### src/rtl/counter_pkg.sv
// counter_pkg: shared constants and helpers for the counter family.
//   MODE_SAT / MODE_WRAP : values for a counter's WRAP parameter.
//   clamp(value, lo, hi) : limits value to the inclusive range [lo, hi].
package counter_pkg;

  localparam int MODE_SAT  = 0;
  localparam int MODE_WRAP = 1;

  // 32-bit so any counter width up to 32 can share it; callers cast the
  // result back to their own width.
  function automatic logic [31:0] clamp(input logic [31:0] value,
                                        input logic [31:0] lo,
                                        input logic [31:0] hi);
    logic [31:0] res;
    res = value;
    if (value < lo) res = lo;
    else if (value > hi) res = hi;
    return res;
  endfunction

endpackage

### src/rtl/updown_next_calc.sv
// updown_next_calc: combinational next-count for one enabled step.
//   count     : current count (assumed within [MIN_VAL, MAX_VAL])
//   step      : increment/decrement amount
//   up_down   : 1 = up, 0 = down
//   next_val  : count after the step, saturated or wrapped at the bounds
//   limit_hit : the step would have crossed a bound
module updown_next_calc
  import counter_pkg::*;
#(
  parameter int WIDTH   = 3,
  parameter int MIN_VAL = 0,
  parameter int MAX_VAL = 7,
  parameter int WRAP    = MODE_SAT
) (
  input  logic [WIDTH-1:0] count,
  input  logic [WIDTH-1:0] step,
  input  logic             up_down,
  output logic [WIDTH-1:0] next_val,
  output logic             limit_hit
);

  localparam logic [WIDTH-1:0] MIN_W = WIDTH'(MIN_VAL);
  localparam logic [WIDTH-1:0] MAX_W = WIDTH'(MAX_VAL);
  localparam logic [WIDTH:0]   MIN_X = (WIDTH+1)'(MIN_VAL);
  localparam logic [WIDTH:0]   MAX_X = (WIDTH+1)'(MAX_VAL);

  // One extra bit so neither count+step nor MIN_VAL+step can overflow.
  logic [WIDTH:0] count_x;
  logic [WIDTH:0] step_x;
  logic [WIDTH:0] sum;

  assign count_x = {1'b0, count};
  assign step_x  = {1'b0, step};

  always_comb begin
    next_val  = count;
    limit_hit = 1'b0;
    sum       = count_x + step_x;
    if (up_down) begin
      if (sum <= MAX_X) begin
        next_val = sum[WIDTH-1:0];
      end else begin
        next_val  = (WRAP == MODE_WRAP) ? MIN_W : MAX_W;
        limit_hit = 1'b1;
      end
    end else begin
      // Compare against MIN+step rather than computing count-step, so no
      // borrow below zero is ever formed.
      if (count_x >= MIN_X + step_x) begin
        next_val = count - step;
      end else begin
        next_val  = (WRAP == MODE_WRAP) ? MAX_W : MIN_W;
        limit_hit = 1'b1;
      end
    end
  end

endmodule

### src/rtl/updown_counter_param.sv
// updown_counter_param: parametrised up/down counter with bounds,
// saturate/wrap mode, variable step, clear, load and enable.
//   clk, rst        : rising-edge clock, asynchronous active-low reset
//   clr             : synchronous clear to MIN_VAL (highest priority)
//   load, load_val  : synchronous load, value clamped into range
//   en, up_down     : count enable and direction (1 = up)
//   step            : amount per enabled cycle
//   count           : the state register itself
//   at_max, at_min  : registered terminal flags, consistent with count
//   ovf, unf        : registered one-cycle pulses when a step hits a bound
// Priority each edge: rst > clr > load > en > hold.
module updown_counter_param
  import counter_pkg::*;
#(
  parameter int WIDTH   = 3,
  parameter int MIN_VAL = 0,
  parameter int MAX_VAL = 7,
  parameter int WRAP    = MODE_SAT
) (
  input  logic             clk,
  input  logic             rst,
  input  logic             clr,
  input  logic             load,
  input  logic [WIDTH-1:0] load_val,
  input  logic             en,
  input  logic             up_down,
  input  logic [WIDTH-1:0] step,
  output logic [WIDTH-1:0] count,
  output logic             at_max,
  output logic             at_min,
  output logic             ovf,
  output logic             unf
);

  localparam logic [WIDTH-1:0] MIN_W = WIDTH'(MIN_VAL);
  localparam logic [WIDTH-1:0] MAX_W = WIDTH'(MAX_VAL);

  logic [WIDTH-1:0] calc_next;
  logic             calc_hit;
  logic [WIDTH-1:0] count_d;
  logic             ovf_d;
  logic             unf_d;

  updown_next_calc #(
    .WIDTH   (WIDTH),
    .MIN_VAL (MIN_VAL),
    .MAX_VAL (MAX_VAL),
    .WRAP    (WRAP)
  ) u_next_calc (
    .count     (count),
    .step      (step),
    .up_down   (up_down),
    .next_val  (calc_next),
    .limit_hit (calc_hit)
  );

  always_comb begin
    count_d = count;
    ovf_d   = 1'b0;
    unf_d   = 1'b0;
    if (clr) begin
      count_d = MIN_W;
    end else if (load) begin
      // Out-of-range loads are clamped silently; no event is raised.
      count_d = WIDTH'(clamp(32'(load_val), 32'(MIN_VAL), 32'(MAX_VAL)));
    end else if (en) begin
      count_d = calc_next;
      ovf_d   = calc_hit & up_down;
      unf_d   = calc_hit & ~up_down;
    end
  end

  // Flags are derived from count_d so they land on the same edge as count.
  always_ff @(posedge clk or negedge rst) begin
    if (!rst) begin
      count  <= MIN_W;
      at_max <= 1'b0;
      at_min <= 1'b1;
      ovf    <= 1'b0;
      unf    <= 1'b0;
    end else begin
      count  <= count_d;
      at_max <= (count_d == MAX_W);
      at_min <= (count_d == MIN_W);
      ovf    <= ovf_d;
      unf    <= unf_d;
    end
  end

endmodule

### config.mk
export PLATFORM = sky130hd
export DESIGN_NAME = updown_counter_param
export DESIGN_NICKNAME = d
export VERILOG_FILES = /design/src/rtl/counter_pkg.sv /design/src/rtl/updown_next_calc.sv /design/src/rtl/updown_counter_param.sv
export SDC_FILE = /design/constraint.sdc
export NUM_CORES = 1
export LEC_CHECK = 0
export BUFFER_PORTS_ARGS = -buffer_cell sky130_fd_sc_hd__buf_2
export CAP_MARGIN = 20
export CORE_AREA = 2 2 39 41
export CTS_CLUSTER_DIAMETER = 120
export DETAILED_ROUTE_END_ITERATION = 6
export DIE_AREA = 0 0 41 43
export PLACE_DENSITY = 0.69
export SYNTH_ARGS = -nofsm -noshare
export SYNTH_HDL_FRONTEND = slang
export SYNTH_SLANG_ARGS = --single-unit
export TNS_END_PERCENT = 50
### constraint.sdc
create_clock -name clk -period 1.9 [get_ports clk]
set_clock_uncertainty 0.05 [all_clocks]
set_input_delay 0.38 -clock clk [delete_from_list [all_inputs] [get_ports clk]]
set_output_delay 0.38 -clock clk [all_outputs]
set_load 0.1 [all_outputs]
==> parameters.txt <==
Parameter                              Value

Status
  Result of the run    complete, but fails checks
  Failing checks    negative setup slack

Timing
  Final count of negative-setup-slack endpoints    2
  Slew at the pin closest to its max-slew limit    0.4913 ns
  Min Tclk post-route    2.000 ns
  Share of the clock period used by the worst path after layout    105.2%
  Unrepaired setup endpoints after global routing    true
  Highest Clock Rate    500.1 MHz
  Final hold violations    0
  Worst setup margin    -0.09955 ns
  Fin Setup TNS    -0.1835 ns
  Final slew viol count    0
  Worst slew margin relative to its limit    67.47%

Synth
  Register bit count reported by yosys    7
  Top cell type by total area after synthesis    dfrtp_1
  Synth warnings    0
  Dominant cells by area after synthesis    dfrtp_1 (28%), ha_1 (14%), fa_1 (7.5%), dfstp_2 (4.9%), inv_1 (4.9%)
  Average cell area after synthesis    9.518 sq um
  Post-Synthesis Cells    56
  Count of cell types in the netlist    26
  Sequential fraction of the synthesis area    33.10%
  Total standard cell area after synthesis    533.0 sq um
  Net count after synthesis    76
  Top-area cell type share of the netlist area    28.17%

Layout
  Finished Core Util    53.89%
  Share of post-route cells with drive strength above 1    45.24%
  Total area of multi-input combinational cells    352.8 sq um
  Synth-to-Final Area Change    39.91%
  Register Area    182.7 sq um
  Filler Cells Inserted    138
  N_diodes    0
  Net total in the final layout    105

Global routing
  First-pass GRT wire length    1.787 mm
  Remaining global-route overflow    0
  Via count of the first global-routing pass    453
  Antenna violations before repair    0
  Overall fraction of global-route tracks in use    15.27%
  Pin count of the biggest net entering global routing    8

Drt
  Count of antenna-violating nets left after detailed routing    0
  Vias per inst    4.850
  Vias after detailed routing    485
  DRC violations left    0
  Total detailed-routing wirelength    1.148 mm
  Drt initial violations    5
  Final routed wire length divided by cell count    11.48 um
  Number of detailed-route iterations in the first pass    2

Worst hold path
  Class of the tightest hold or removal check    in -> reg
  Worst hold stages    4

Pwr
  Cell area power density    703.8 mW/mm^2
  Internal    0.3153 mW
  Clock network fraction of total power    25.1%
  Static Leakage    0.3899 nW
  Post-layout total power    0.5249 mW
  Sequential group share of total power    32.9%
  Switching power total    0.2096 mW
  Maximum ir drop on the vdd rail    521.4 uV
  Net Sw Frac    39.93%
  Part of the total power dissipated in combinational logic    42.0%

Worst setup path
  Classification of the worst setup path    reg -> reg
  Delay of the slowest critical-path stage    0.50 ns
  Buffers and inverters on the worst path    2
  Cell depth of the worst setup path    8
  Arrival time at the worst endpoint    2.12 ns
  Logic depth of the worst register-to-register path    8
  Ordered list of cells on the worst path    inv_2 -> ha_1 -> inv_1 -> fa_2 -> xor2_1 -> o21ai_1 -> o32a_1 -> nor3_2
  Worst path slowest cell    dfrtp_4
  Max Fanout on Critical Path    4
  Critical path required time    2.02 ns
  Minimum setup slack among reg-to-reg paths    -0.1 ns
  Worst setup SP type    flip-flop
  Sort of element at the end of the critical path    flip-flop
  CP top delay family    flip-flops

Clock network
  Root buf cell    clkbuf_4
  Clock tree from TritonCTS    yes
  Source-to-sink clock delay at the later pin of the worst-skew pair    0.25 ns
  Total clock buffers created by CTS    3
  CTS sink count    7
  CTS clock-pin slew for the worst setup and hold paths    0.05 ns
  H-Tree Level Count    1
  Clock Path Buffers    2

Die
  Count of standard-cell rows    14
  Total Die Area    0.001763 sq mm
  Number of placed I/O pins    19
  Die Y-Extent    43 um
  DIE WIDTH    41 um
  Area of the core    0.001384 sq mm
  Initial core utilization    38.52%

Placement
  Global placer's final weighted congestion    0.7981
  HPWL Detailed    998.6 um
  Pre-CTS setup slack    -0.07179 ns
  Number of buffer cells added on primary ports    18

Run
  Max cap viols    0
[synth_stat cells]
library cell  number
nand2b_1           2
o32a_1             1
a31oi_1            1
ha_1               6
nand2_1            1
o311ai_0           1
dfstp_2            1
a22oi_1            2
nor3_1             2
nand2_2            1
and3_1             2
xor2_1             2
nand3_1            1
or2_1              1
o21ai_1            1
o21bai_1           1
inv_1              7
nor2b_1            4
nor2_1             5
o31ai_1            1
o21ai_2            2
dfrtp_1            6
a21oi_1            1
a211oi_1           1
nand3b_1           1
fa_1               2
[repair_timing]
action	4_1_cts	5_1_grt
pin swaps	0	1
resized for setup	0	1
setup endpoints to repair	2	5
hold buffers	1	0
endpoints found under the hold margin	6	0
buffers inserted	0	0
[cells by family after synthesis]
logic type | after synthesis | share of synthesized area (%)
AO/OA/AOI/OAI | 12 | 16.90
XOR/XNOR | 2 | 3.287
AND/OR/NAND/NOR | 20 | 20.19
buffers and inverters | 7 | 4.930
flip-flops | 7 | 33.10
adder cells (fa/ha/maj) | 8 | 21.60
[worst min-delay path: cells and delay by family]
kind / cells / cell delay [ns]
AOI/OAI and AO/OA: 2 / 0.13
buffers and inverters: 2 / 0.16
[power groups by stage]
| stage | Sequential [mW] | Clock (mW) | Combinational [mW] |
|---|---|---|---|
| after CTS | 0.173 | 0.138 | 0.221 |
| after global routing | 0.174 | 0.149 | 0.241 |
| after detailed placement | 0.175 | 0 | 0.219 |
| after floorplan | 0.254 | 0 | 0.0781 |
| final | 0.173 | 0.132 | 0.220 |
| after global placement | 0.175 | 0 | 0.213 |
[layout make-up]
cell class	instances	area share, %
Sequential cell	7	24.50
Inverter	7	3.523
Timing Repair Buffer	24	18.46
Tap cell	16	2.685
Clock buffer	4	3.523
Multi-Input combinational cell	42	47.32
[state kept, by name, summed over array words and instances, names as in the netlist]
register / cells
unf: 1
ovf: 1
at_min: 1
count: 3
at_max: 1
[layer usage]
| metal | global-route usage [%] | vias to the layer above | wire [um] |
|---|---|---|---|
| li1 | - | 251 | - |
| met1 | 16.45 | 221 | 499 |
| met2 | 25.94 | 13 | 578 |
| met3 | 6.283 | 0 | 70 |
| met4 | 4.000 | 0 | 0 |
| met5 | 0 | - | 0 |
[cells in the final DEF (no fill, tap or decap), types with 2 or more instances in the layout]
master     n
a22oi_1    2
and3_1     2
buf_2     18
buf_4      5
clkbuf_4   3
dfrtp_1    3
dfrtp_2    2
fa_2       2
ha_1       5
inv_1      6
nand2b_1   2
nor2_1     5
nor2b_1    4
o21ai_2    2
xor2_1     2
[final timing paths]
check | from | end
worst max-delay path | count[0] | at_max
worst min-delay path | clr | count[0]
worst max register to register | count[0] | at_max
worst min register to register | count[2] | count[2]
max in group asynchronous | rst | at_min
min in group asynchronous | rst | at_max
[stage by stage]
stage          hold WS, ns  instances  area (sq um)
2_1_floorplan      0.03441         56         556.8
3_3_place_gp        0.1667         95         704.4
3_5_place_dp        0.1714         95         704.4
4_1_cts             0.3816        100         740.7
5_1_grt             0.4100        100         745.7
6_report            0.4071        100         745.7
Note: power is estimated with default switching activity, not from simulation.
